[src/rtl/flappy_pkg.sv]
// ============================================================================
// Module   : flappy_pkg
// Brief    : Shared game-state encodings, screen constants and BCD digit type.
// Revision : 1.0
// ============================================================================
`default_nettype none

package flappy_pkg;

  localparam int c_SCREEN_W = 640;
  localparam int c_SCREEN_H = 480;

  // Gaps restart at mid-screen so a fresh game is survivable before the first wrap.
  localparam logic [9:0] c_GAP_RESET = 10'(c_SCREEN_H / 2);

  typedef enum logic [1:0] {
    ST_IDLE = 2'd0,
    ST_PLAY = 2'd1,
    ST_DEAD = 2'd2
  } state_t;

  typedef logic [3:0] bcd_digit_t;

endpackage

`default_nettype wire

[src/rtl/bcd_counter3.sv]
// ============================================================================
// Module   : bcd_counter3
// Brief    : Three-digit BCD up-counter with synchronous clear, saturating at 999.
// Revision : 1.0
// ============================================================================
`default_nettype none

module bcd_counter3
  import flappy_pkg::*;
(
  input  logic        clk,
  input  logic        rst,
  input  logic        clr,
  input  logic        inc,
  output logic [11:0] q
);

  bcd_digit_t [2:0] r_d;
  bcd_digit_t [2:0] w_d_nxt;

  always_comb begin
    w_d_nxt = r_d;
    if (r_d != 12'h999) begin
      if (r_d[0] == 4'd9) begin
        w_d_nxt[0] = 4'd0;
        if (r_d[1] == 4'd9) begin
          w_d_nxt[1] = 4'd0;
          w_d_nxt[2] = r_d[2] + 4'd1;
        end else begin
          w_d_nxt[1] = r_d[1] + 4'd1;
        end
      end else begin
        w_d_nxt[0] = r_d[0] + 4'd1;
      end
    end
  end

  always_ff @(posedge clk or posedge rst) begin
    if (rst) begin
      r_d <= '0;
    end else if (clr) begin
      r_d <= '0;
    end else if (inc) begin
      r_d <= w_d_nxt;
    end
  end

  assign q = r_d;

endmodule

`default_nettype wire

[src/rtl/flappy_referee.sv]
// ============================================================================
// Module   : flappy_referee
// Brief    : Pipe scrolling, collision/score referee and IDLE/PLAY/DEAD game FSM.
// Revision : 1.0
// ============================================================================
`default_nettype none

module flappy_referee
  import flappy_pkg::*;
#(
  parameter int SCREEN_W    = c_SCREEN_W,
  parameter int BIRD_X      = 160,
  parameter int BIRD_R      = 8,
  parameter int PIPE_W      = 40,
  parameter int GAP_H       = 120,
  parameter int SPEED       = 2,
  parameter int DEAD_FRAMES = 60
) (
  input  logic              clk,
  input  logic              rst,
  input  logic              frame_tick,
  input  logic              flap,
  input  logic signed [9:0] bird_y,
  input  logic        [9:0] p1,
  input  logic        [9:0] p2,
  output logic        [1:0] state,
  output logic       [11:0] score,
  output logic        [9:0] pipe1_x,
  output logic        [9:0] pipe2_x,
  output logic        [9:0] gap1,
  output logic        [9:0] gap2,
  output logic              hit,
  output logic              game_rst
);

  localparam int                     c_CNT_W     = $clog2(DEAD_FRAMES);
  localparam logic [c_CNT_W-1:0]     c_DEAD_LAST = c_CNT_W'(DEAD_FRAMES - 1);
  localparam logic [9:0]             c_SPEED     = 10'(SPEED);
  localparam logic [9:0]             c_X_WRAP    = 10'(SCREEN_W + PIPE_W);
  localparam logic [9:0]             c_SCORE_X   = 10'(BIRD_X - BIRD_R);
  localparam logic signed [11:0]     c_OV_LO     = 12'(BIRD_X - BIRD_R);
  localparam logic signed [11:0]     c_OV_HI     = 12'(BIRD_X + BIRD_R + PIPE_W);
  localparam logic signed [11:0]     c_BR        = 12'(BIRD_R);
  localparam logic signed [11:0]     c_HALF_GAP  = 12'(GAP_H / 2);

  state_t               r_state;
  state_t               w_state_nxt;
  logic                 r_hit;
  logic                 r_game_rst;
  logic                 w_hit_nxt;
  logic                 w_game_rst_nxt;
  logic [c_CNT_W-1:0]   r_dead_cnt;
  logic [c_CNT_W-1:0]   w_dead_cnt_nxt;
  logic                 w_start;
  logic                 w_advance;
  logic                 w_collide;
  logic                 w_dead_last;
  logic signed [11:0]   w_y;
  logic [1:0][9:0]      w_x;
  logic [1:0][9:0]      w_gap;
  logic [1:0][9:0]      w_p;
  logic [1:0]           w_pipe_hit;
  logic [1:0]           w_cross;

  assign w_y = {{2{bird_y[9]}}, bird_y};
  assign w_p = {p2, p1};

  for (genvar i = 0; i < 2; i++) begin : g_pipe
    localparam logic [9:0] c_X_RESET = 10'(SCREEN_W + PIPE_W + i * (SCREEN_W / 2));

    logic [9:0]         r_x;
    logic [9:0]         r_gap;
    logic [9:0]         w_x_dec;
    logic signed [11:0] w_xs;
    logic signed [11:0] w_gs;

    assign w_xs    = {2'b00, r_x};
    assign w_gs    = {2'b00, r_gap};
    assign w_x_dec = r_x - c_SPEED;

    assign w_pipe_hit[i] = (w_xs > c_OV_LO) && (w_xs < c_OV_HI) &&
                           ((w_y - c_BR < w_gs - c_HALF_GAP) || (w_y + c_BR > w_gs + c_HALF_GAP));
    // A wrapping pipe jumps back to the right edge and never counts as a pass.
    assign w_cross[i] = (r_x > c_SPEED) && (r_x >= c_SCORE_X) && (w_x_dec < c_SCORE_X);

    always_ff @(posedge clk or posedge rst) begin
      if (rst) begin
        r_x   <= c_X_RESET;
        r_gap <= c_GAP_RESET;
      end else if (w_start) begin
        r_x   <= c_X_RESET;
        r_gap <= c_GAP_RESET;
      end else if (w_advance) begin
        if (r_x <= c_SPEED) begin
          r_x   <= c_X_WRAP;
          r_gap <= w_p[i];
        end else begin
          r_x   <= w_x_dec;
        end
      end
    end

    assign w_x[i]   = r_x;
    assign w_gap[i] = r_gap;
  end

  assign w_collide   = (|w_pipe_hit) || (w_y <= 12'sd0);
  assign w_dead_last = (r_dead_cnt == c_DEAD_LAST);

  always_ff @(posedge clk or posedge rst) begin
    if (rst) begin
      r_state    <= ST_IDLE;
      r_hit      <= 1'b0;
      r_game_rst <= 1'b0;
      r_dead_cnt <= '0;
    end else begin
      r_state    <= w_state_nxt;
      r_hit      <= w_hit_nxt;
      r_game_rst <= w_game_rst_nxt;
      r_dead_cnt <= w_dead_cnt_nxt;
    end
  end

  always_comb begin
    w_state_nxt = r_state;
    case (r_state)
      ST_IDLE: if (flap) w_state_nxt = ST_PLAY;
      ST_PLAY: if (frame_tick && w_collide) w_state_nxt = ST_DEAD;
      ST_DEAD: if (frame_tick && w_dead_last) w_state_nxt = ST_IDLE;
      default: w_state_nxt = ST_IDLE;
    endcase
  end

  always_comb begin
    w_start        = (r_state == ST_IDLE) && flap;
    w_advance      = (r_state == ST_PLAY) && frame_tick && !w_collide;
    w_hit_nxt      = (r_state == ST_PLAY) && frame_tick && w_collide;
    w_game_rst_nxt = (r_state == ST_DEAD) && frame_tick && w_dead_last;
    w_dead_cnt_nxt = r_dead_cnt;
    if ((r_state == ST_DEAD) && frame_tick) begin
      w_dead_cnt_nxt = w_dead_last ? '0 : r_dead_cnt + 1'b1;
    end
  end

  bcd_counter3 u_score (
    .clk (clk),
    .rst (rst),
    .clr (w_start),
    .inc (w_advance && (|w_cross)),
    .q   (score)
  );

  assign state    = r_state;
  assign pipe1_x  = w_x[0];
  assign pipe2_x  = w_x[1];
  assign gap1     = w_gap[0];
  assign gap2     = w_gap[1];
  assign hit      = r_hit;
  assign game_rst = r_game_rst;

endmodule

`default_nettype wire

[config.mk]
export PLATFORM = sky130hd
export DESIGN_NAME = flappy_referee
export DESIGN_NICKNAME = d
export VERILOG_FILES = /design/src/rtl/flappy_pkg.sv /design/src/rtl/bcd_counter3.sv /design/src/rtl/flappy_referee.sv
export SDC_FILE = /design/constraint.sdc
export NUM_CORES = 1
export LEC_CHECK = 0
export CAP_MARGIN = 40
export CORE_ASPECT_RATIO = 1.4
export CORE_MARGIN = 5
export CORE_UTILIZATION = 25
export CTS_CLUSTER_DIAMETER = 80
export DETAILED_ROUTE_END_ITERATION = 8
export PLACE_DENSITY_LB_ADDON = 0.3
export REMOVE_ABC_BUFFERS = 1
export SKIP_CTS_REPAIR_TIMING = 1
export SYNTH_ARGS = -nofsm -noshare
export SYNTH_HDL_FRONTEND = slang
export SYNTH_SLANG_ARGS = --single-unit
export TNS_END_PERCENT = 100
[constraint.sdc]
create_clock -name clk -period 5.82 [get_ports clk]
set_input_delay 1.164 -clock clk [delete_from_list [all_inputs] [get_ports clk]]
set_output_delay 1.164 -clock clk [all_outputs]
set_load 0.02 [all_outputs]
=== Yosys cells after proc, flatten, opt, wreduce, memory -nomap -nowiden ===
Index checks and enable logic that the tools add are counted.

* Add/sub/neg operators: 12
* Magnitude comparators: 17
* Eq/ne operators: 9
* Multiplexer cells: 24
* Reductions and logical operators: 37

{| class="wikitable"
|+ Operators by type and width
! kind !! number
|-
| $mux W10 || 12
|-
| $lt A10 B8 Y1 const B || 4
|-
| $mux W12 || 3
|-
| $gt A11 B12 Y1 || 2
|-
| $add A10 B6 Y11 const B || 2
|-
| $lt A11 B11 Y1 || 2
|-
| $sub A10 B6 Y11 const B || 2
|-
| $ge A10 B8 Y1 const B || 2
|-
| $gt A10 B2 Y1 const B || 2
|-
| $gt A10 B8 Y1 const B || 2
|-
| $le A10 B2 Y1 const B || 2
|-
| $sub A10 B2 Y10 const B || 2
|-
| $logic_and A1 B1 Y1 || 17
|-
| $reduce_bool A2 Y1 || 7
|-
| $add A4 B1 Y4 const B || 3
|-
| $mux W4 || 3
|-
| $ne A12 B12 Y1 const B || 1
|-
| $add A10 B5 Y11 const B || 1
|-
| $sub A10 B5 Y11 const B || 1
|-
| $le A10 B1 Y1 const B || 1
|-
| $eq A4 B4 Y1 const B || 2
|-
| $mux W8 || 1
|-
| $add A6 B1 Y6 const B || 1
|-
| $eq A6 B6 Y1 const B || 1
|-
| other kinds (13) || 23
|}

* Register bits after elaboration: 62
* Input bits: 34
* Output and inout bits: 56
* Word-level logic and storage cells: 110

=== Logic depth before layout (Yosys ltp) ===
Gate-level depths: netlist of the first run.

* Depth after elaboration: 11
* Depth in mapped cells: 16
* Gate-level depth less buffers: 14

=== Modules after synthesis ===
Synthesis of the first run repeated with hierarchy kept, for this count alone.

* Cells, all modules: 609
* Area total of the unflattened synthesis: 5183.7 sq um

{| class="wikitable"
|+ By module, submodules not included
! module !! instances !! cells each !! area an instance (sq um) !! sequential area each (sq um)
|-
| flappy_referee || 1 || 525 || 4384.2 || 1223.7
|-
| bcd_counter3 || 1 || 84 || 799.5 || 300.3
|}

=== Worst setup path after synthesis of the first run ===
No wires, ideal clock.

* Kind: input to register
* From: input bird_y[5]
* To: register g_pipe[1].r_x[8], in the netlist pipe2_x[8]
* Setup time: 0.111 ns
* Arrival: 3.828 ns
* Required time: 5.709 ns
* Setup slack: 1.881 ns
* Stages: 14
* Path buffers: 2
* Path through: clkbuf_1 and3_1 nand3_1 xnor2_1 ha_1 a2111oi_0 o21ai_0 o21ai_0 a2111o_1 nand4_1 nor2_1 clkbuf_1 nand2_1 o311ai_0

* Cells in the longest elaborated chain, start to end: 9
* Elaborated cells on any way between the ends: 16
* Those cells by class: add/sub: 2; order compare: 5; reduce/logical: 9

{| class="wikitable"
|+ Ends and longest elaborated chain
! item !! line !! text
|-
| start: declaration || flappy_referee.sv:23 || <nowiki>input logic signed [9:0] bird_y,</nowiki>
|-
| $add A10 B5 Y11 / $sub A10 B5 Y11 (equally long branches) || flappy_referee.sv:82 || <nowiki>((w_y - c_BR < w_gs - c_HALF_GAP) || (w_y + c_BR > w_gs + c_HALF_GAP));</nowiki>
|-
| $gt A11 B12 Y1 / $lt A11 B11 Y1 (equally long branches) || flappy_referee.sv:82 ||
|-
| $logic_or A1 B1 Y1 || flappy_referee.sv:82 ||
|-
| $logic_and A1 B1 Y1 || flappy_referee.sv:81 || <nowiki>assign w_pipe_hit[i] = (w_xs > c_OV_LO) && (w_xs < c_OV_HI) &&</nowiki>
|-
| $reduce_or A2 Y1 || flappy_referee.sv:107 || <nowiki>assign w_collide = (|w_pipe_hit) || (w_y <= 12'sd0);</nowiki>
|-
| $logic_or A1 B1 Y1 (*) || flappy_referee.sv:107 ||
|-
| $logic_not A1 Y1 (*) || flappy_referee.sv:136 || <nowiki>w_advance = (r_state == ST_PLAY) && frame_tick && !w_collide;</nowiki>
|-
| $logic_and A1 B1 Y1 (*) || flappy_referee.sv:136 ||
|-
| $reduce_bool A2 Y1 (no source line) (*) || - ||
|-
| end signal: assignment || flappy_referee.sv:91 || <nowiki>r_x <= c_X_RESET;</nowiki>
|-
| end signal: assignment || flappy_referee.sv:95 || <nowiki>r_x <= c_X_WRAP;</nowiki>
|-
| end signal: assignment || flappy_referee.sv:98 || <nowiki>r_x <= w_x_dec;</nowiki>
|-
| end: declaration || flappy_referee.sv:71 || <nowiki>logic [9:0] r_x;</nowiki>
|}

Every way passes the cells marked *; elsewhere a longest branch is shown, timed or not.
A chain may end at the register's enable or synchronous reset.

=== Worst setup path after layout of the first run ===
* From: input bird_y[3]
* To: register u_score.r_d (netlist bit u_score.q[7])

* Cells in the longest elaborated chain, start to end: 11
* Elaborated cells on any way between the ends: 18
* Those cells by class: add/sub: 2; order compare: 5; reduce/logical: 11

{| class="wikitable"
|+ Ends and longest elaborated chain
! item !! line !! text
|-
| $add A10 B5 Y11 / $sub A10 B5 Y11 (equally long branches) || flappy_referee.sv:82 ||
|-
| $gt A11 B12 Y1 / $lt A11 B11 Y1 (equally long branches) || flappy_referee.sv:82 ||
|-
| $logic_or A1 B1 Y1 || flappy_referee.sv:82 ||
|-
| $logic_and A1 B1 Y1 || flappy_referee.sv:81 ||
|-
| $reduce_or A2 Y1 || flappy_referee.sv:107 ||
|-
| $logic_or A1 B1 Y1 (*) || flappy_referee.sv:107 ||
|-
| $logic_not A1 Y1 (*) || flappy_referee.sv:136 ||
|-
| $logic_and A1 B1 Y1 (*) || flappy_referee.sv:136 ||
|-
| $logic_and A1 B1 Y1 (*) || flappy_referee.sv:149 || <nowiki>.inc (w_advance && (|w_cross)),</nowiki>
|-
| $reduce_bool A2 Y1 (no source line) (*) || - ||
|-
| $reduce_and A3 Y1 (no source line) (*) || - ||
|-
| end signal: assignment || bcd_counter3.sv:44 || <nowiki>r_d <= w_d_nxt;</nowiki>
|-
| end: declaration || bcd_counter3.sv:18 || <nowiki>bcd_digit_t [2:0] r_d;</nowiki>
|}

Marks and branches as above.

==> impl_metrics.ini, run 1 <==
[sta]
max-slew-margin-rel_pct = 43.3
tightestPinTransition_ns = 0.850
finalClockSkew_ns = 0.00800
timing.final.crit_period_ns = 4.63
setup_tns_ns = 0
fin_crit_sh_pct = 79.6
slew_viol_final = 0
final-hold-violation-count = 0
fmax_mhz = 216
timing.final.setup_violations = 0
grt_setup_unrepaired = no

[flow_run]
maxCapViolCount = 0

[logic_synthesis]
async_reset_ff_share_pct = 100
synth.largest_area_cell = dfrtp_1
synthCells = 588
post-synth-top-area-fraction_pct = 21.2
synth_edf_count = 0
ys_types = 66
syn_area_sq_um = 4960
synthesis.yosys.warnings = 0
synth_top_flop_cell = dfrtp_1
ys_seq_elements = 60
seq_area_frac_synth_pct = 30.7
average_cell_area_after_synthesis_sq_um = 8.43
synth.top_cells.by_area = dfrtp_1 21%, ha_1 13%, dfstp_2 9.5%, nand2_1 4.8%, nor2_1 3.9%

[finish]
final_layout_size_suffix_gt1_share_pct = 6.90
antenna_cells = 0
areaGrowthSynthToFinish_pct = 28.8
fin_util_pct = 32.4
num-nets-final = 749

[routing]
drt_wl_total_mm = 15.0
detail-route-antenna-nets = 0
route.detailed.wl_per_inst_um = 16.3
first_pass_iters = 4
dr.first_iter.drc_count = 216
route.vias.total = 4511
drc = 0
via_per_inst = 4.91

[floorplan]
core_region_area_sq_um = 19700
fp.dieArea_sq_um = 22800
pin_count = 90
die_x_um = 129
count_of_standard_cell_rows = 61
initial_utilization_pct = 25.2
die_h_um = 177

[grt]
grt_use_total_pct = 13.5
grt_start_max_net_pins = 36
grt_first_pass_wirelength_mm = 24.1
grt_pass1_vias = 4561
globalRoute.totalOverflow = 0
grt_antenna_before_repair = 0

[worst_setup_path]
reg2reg_setup_slack_ns = 1.87
worst-path-max-fanout = 8
arrival_ns = 4.86
critical_path.startpoint_type = input pin
endpoint_kind = flop
path_class = in2reg
cp-startpoint = bird_y[3]
critical_path.reg2reg.startpoint = gap1[2]
endpoint_required_time_on_the_critical_path_ns = 6.05

[clocking]
ctsLongestPathBuffers = 2
clkSinkCount = 60
tritoncts.num_buffers = 9
clock_latency_on_the_worst_skew_pair_ns = 0.33
cts_tree = yes
worst_setup_hold_path_clk_slew_ns = 0.05
cts.root.buffer_cell = clkbuf_16
htreeDepth = 3

[place]
place.detailed.hpwl_mm = 11.7
routabilityCongestion = 0.850
port_buffers = 87

[worst_hold_path]
hold_class = reg2reg
hold_start = r_dead_cnt[1]

[run_status]
outcome = complete, no violations

[power]
leakagePower_nw = 2.63
power_density_nw_per_um2 = 251
vdd_ir_drop_max_v = 0.000118
Yosys cell counts (4+ instances only):
cell type / n
o31ai_1: 7
and3_1: 11
a41o_1: 4
xnor2_1: 21
o211ai_1: 6
nand3b_1: 5
nor2_1: 52
a22o_1: 6
a21oi_1: 35
o22a_1: 4
nor3_1: 16
nand4_1: 12
and4_1: 5
mux2i_1: 6
o21ai_0: 33
nand2_1: 63
inv_1: 29
a31oi_1: 4
dfstp_2: 18
a21o_1: 7
nor2b_1: 4
ha_1: 53
nor4_1: 5
xor2_1: 15
and2_1: 4
or3_1: 5
nand2b_1: 6
nor4b_1: 4
nand3_1: 22
o21a_1: 6
dfrtp_1: 42
clkbuf_1: 27
path summary, 6_finish.rpt:
check,endpoint,cells past startpoint
max,u_score.q[7],13
min,r_dead_cnt[1],2
max reg2reg,u_score.q[7],13
min reg2reg,r_dead_cnt[1],2
max in group asynchronous,pipe1_x[3],3
min in group asynchronous,game_rst,2
layout make-up:
class                      instances  area (sq um)
clock buffer                      12           246
clock inverter                     4          72.6
fill                            2105         13300
inverter                          29           109
multi-input combinational        468          3200
sequential                        60          1520
tap                              252           315
timing repair buffer              94           923
flip-flops by register name (all words and copies together), names as in the netlist:
register    cells
state           2
gap1           10
u_score.q      12
pipe2_x         9
r_dead_cnt      6
hit             1
game_rst        1
gap2           10
pipe1_x         9
routing by layer:
layer,vias to the layer above,GRT usage (%),wire length [um]
met4,0,3.50,179
li1,2279,-,-
met2,68,25.3,8130
met5,-,0,0
met3,9,2.29,475
met1,2155,15.5,6170
power breakdown:
group	leakage (nW)	internal [mW]	total (mW)	switching [mW]
logic	1.71	0.191	0.467	0.276
registers	0.766	0.466	0.550	0.0840
clock network	0.153	0.386	0.585	0.199
total	2.63	1.04	1.60	0.558
logic make-up after synthesis:
logic type	Yosys count	share of synthesized area (%)
other	1	0.0756
adders and majority gates	53	13.4
muxes	6	1.21
AOI/OAI and AO/OA	142	19.6
buffers and inverters	61	4.97
and+or+nand+nor	229	23.6
DFF	60	30.7
xor gates and xnor gates	36	6.36
worst max-delay path: stages:
cell and delay, ns:
clkdlybuf4s50_1 0.62, ha_1 0.25, nand3_1 0.11, xnor2_1 0.26, ha_1 0.29, a2111oi_0 0.35
o21ai_0 0.13, o21ai_0 0.09, a2111o_1 0.20, nand4_1 0.32, a2111oi_4 0.60, a41oi_1 0.20
a311oi_1 0.26
layout by cell type (no fill, tap or decap), drive strengths merged, types with 6 or more instances in the layout:
master,count
clkbuf,12
o31ai,7
dfstp,18
xnor2,21
nor2,52
clkdlybuf4s50,87
nand2b,6
nand3,22
o211ai,6
dfrtp,42
xor2,15
nand2,63
a21oi,35
a21o,7
inv,29
and3,11
nor3,16
buf,7
ha,53
a22o,6
o21ai,35
mux2i,6
o21a,6
nand4,12
metrics by stage:
step | instances | hold slack, ns | power [mW] | setup slack (ns) | instance area [sq um]
3_3_place_gp | 903 | 0.498 | 1.03 | 0.980 | 6070
4_1_cts | 919 | 0.514 | 1.63 | 1.18 | 6390
5_1_grt | 919 | 0.536 | 1.71 | 0.831 | 6390
3_5_place_dp | 903 | 0.504 | 1.03 | 0.804 | 6070
2_1_floorplan | 557 | 0.475 | 0.814 | 1.54 | 4820
6_report | 919 | 0.513 | 1.60 | 1.19 | 6390
(Power assumes the default switching activity.)
==> inputs of run 2 (changes only) <==
==> constraint.sdc (replaced) <==
create_clock -name clk -period 4.3 [get_ports clk]
set_input_delay 0.86 -clock clk [delete_from_list [all_inputs] [get_ports clk]]
set_output_delay 0.86 -clock clk [all_outputs]
set_load 0.02 [all_outputs]
==> impl_metrics.ini, run 2 (same netlist as run 1, synthesis figures left out) <==
[run_status]
outcome = complete, no violations

[floorplan]
fp.dieArea_sq_um = 22800
count_of_standard_cell_rows = 61
initial_utilization_pct = 25.2
core_region_area_sq_um = 19700
die_h_um = 177
pin_count = 90
die_x_um = 129

[clocking]
cts_tree = yes
htreeDepth = 3
ctsLongestPathBuffers = 2
clkSinkCount = 60
worst_setup_hold_path_clk_slew_ns = 0.05
tritoncts.num_buffers = 9
clock_latency_on_the_worst_skew_pair_ns = 0.33
cts.root.buffer_cell = clkbuf_16

[grt]
grt_pass1_vias = 4696
grt_antenna_before_repair = 0
grt_first_pass_wirelength_mm = 24.2
grt_start_max_net_pins = 33
globalRoute.totalOverflow = 0
grt_use_total_pct = 13.3

[worst_setup_path]
reg2reg_setup_slack_ns = 0.61
critical_path.startpoint_type = input pin
cp-startpoint = bird_y[3]
cp.buffers_inverters = 3
critical_path.reg2reg.endpoint = u_score.q[7]
worst-path-max-fanout = 8
arrival_ns = 4.14
endpoint_required_time_on_the_critical_path_ns = 4.53
path_class = in2reg
ff2ff_path_depth = 14
timing.critical_path.max_delay_family = compound AO/OA/AOI/OAI gates
critPathSlowestCell = clkdlybuf4s50_1
endpoint_kind = flop
critical_path.max_stage_delay_ns = 0.48
critical_path.reg2reg.startpoint = gap1[3]
timing.critical_path.cells = clkdlybuf4s50_1 > buf_4 > nand3_1 > xnor2_1 > ha_1 > a21oi_1 > a21boi_0 > a2111oi_0 > a21oi_1 > o21a_1 > a2111oi_4 > buf_4 > a41oi_1 > a311oi_1

[sta]
max-slew-margin-rel_pct = 51.8
timing.final.setup_violations = 0
slew_viol_final = 0
timing.final.crit_period_ns = 3.91
grt_setup_unrepaired = no
final-hold-violation-count = 0
tightestPinTransition_ns = 0.719
fmax_mhz = 256
fin_crit_sh_pct = 91.0
finalClockSkew_ns = 0.0131

[power]
vdd_ir_drop_max_v = 0.000216
swShare_pct = 34.6
power.net_switching_uw = 746
finalPower_mw = 2.15
comb_power_share_pct = 30.6
power_density_nw_per_um2 = 328
leakagePower_nw = 2.73
internal_pwr_total_mw = 1.41
clkPwrFrac_pct = 35.0
register_share_of_total_power_pct = 34.4

[routing]
route.vias.total = 4600
first_pass_iters = 4
via_per_inst = 4.89
route.detailed.wl_per_inst_um = 16.0
route.top_layer_used = met4
drc = 0
dr.first_iter.drc_count = 279
met1_length_mm = 6.29
drt_wl_total_mm = 15.0
detailroute.wirelength.met2_mm = 8.00
detail-route-antenna-nets = 0
met3_wirelength_um = 439

[place]
routabilityCongestion = 0.825
port_buffers = 87
place.detailed.hpwl_mm = 11.8

[finish]
final_layout_size_suffix_gt1_share_pct = 9.59
areaGrowthSynthToFinish_pct = 32.3
num-nets-final = 770
antenna_cells = 0
fin_util_pct = 33.3
final_common_cell = clkdlybuf4s50_1
largest_register_ff_count = 12
top_library_cells_by_usage_in_the_layout_fill_and_taps_aside = 87 x clkdlybuf4s50_1, 63 x nand2_1, 53 x ha_1

[worst_hold_path]
whs_path_depth = 2
hold_start = r_dead_cnt[1]
hold_class = reg2reg
worst_hold_path.endpoint = r_dead_cnt[1]

[flow_run]
maxCapViolCount = 0
## run 2: changes by cell type in the layout (fill, tap and decap cells not counted), sizes merged
cell,delta
clkbuf,+3
buf,+21
clkinv,-1
bufinv,-1
clkinvlp,-1
## run 2: per-stage QoR
step	hold WS [ns]	TNS [ns]	cells	setup slack, ns	instance area (sq um)
floorplan	0.475	0	557	0.323	4820
global placement	0.498	-0.0164	922	-0.0164	6220
detailed placement	0.506	0	924	0.0556	6250
CTS	0.516	0	940	0.403	6560
global route	0.536	0	940	0.0518	6560
finish	0.517	0	940	0.387	6560
## run 2: tightest hold or removal path, stage by stage, from the launching register on
cell and delay [ns]:
dfrtp_1 0.36, nand2_1 0.05, o21ai_0 0.07
## run 2: worst max path at each step
| stage | end | slack (ns) | cells past startpoint |
|---|---|---|---|
| global route | u_score.q[7] | 0.05 | 14 |
| global placement | u_score.q[7] | -0.02 | 12 |
| finish | u_score.q[7] | 0.39 | 14 |
| detailed placement | u_score.q[7] | 0.06 | 14 |
| CTS | u_score.q[7] | 0.40 | 14 |
| floorplan | gap2[0] | 0.32 | 11 |
## run 2: metal layers
| layer | vias up | track usage (%) |
|---|---|---|
| li1 | 2319 | - |
| met1 | 2193 | 15.4 |
| met2 | 71 | 24.5 |
| met3 | 17 | 2.11 |
| met4 | 0 | 4.60 |
| met5 | - | 0 |
## run 2: final cells by class
class	instances	area [sq um]
repair buffers	115	1110
clock inverters	1	30.0
inverters	29	109
fillers	2106	13100
well taps	252	315
multi-input cells	468	3200
flip-flops and latches	60	1520
clock buffers	15	278
## run 2: power groups by stage
| stage | registers [mW] | logic [mW] | clock network, mW |
|---|---|---|---|
| final | 0.742 | 0.658 | 0.754 |
| after floorplan | 0.769 | 0.333 | 0 |
| after global placement | 0.752 | 0.660 | 0 |
| after global routing | 0.755 | 0.730 | 0.796 |
| after CTS | 0.742 | 0.669 | 0.784 |
| after detailed placement | 0.750 | 0.667 | 0 |
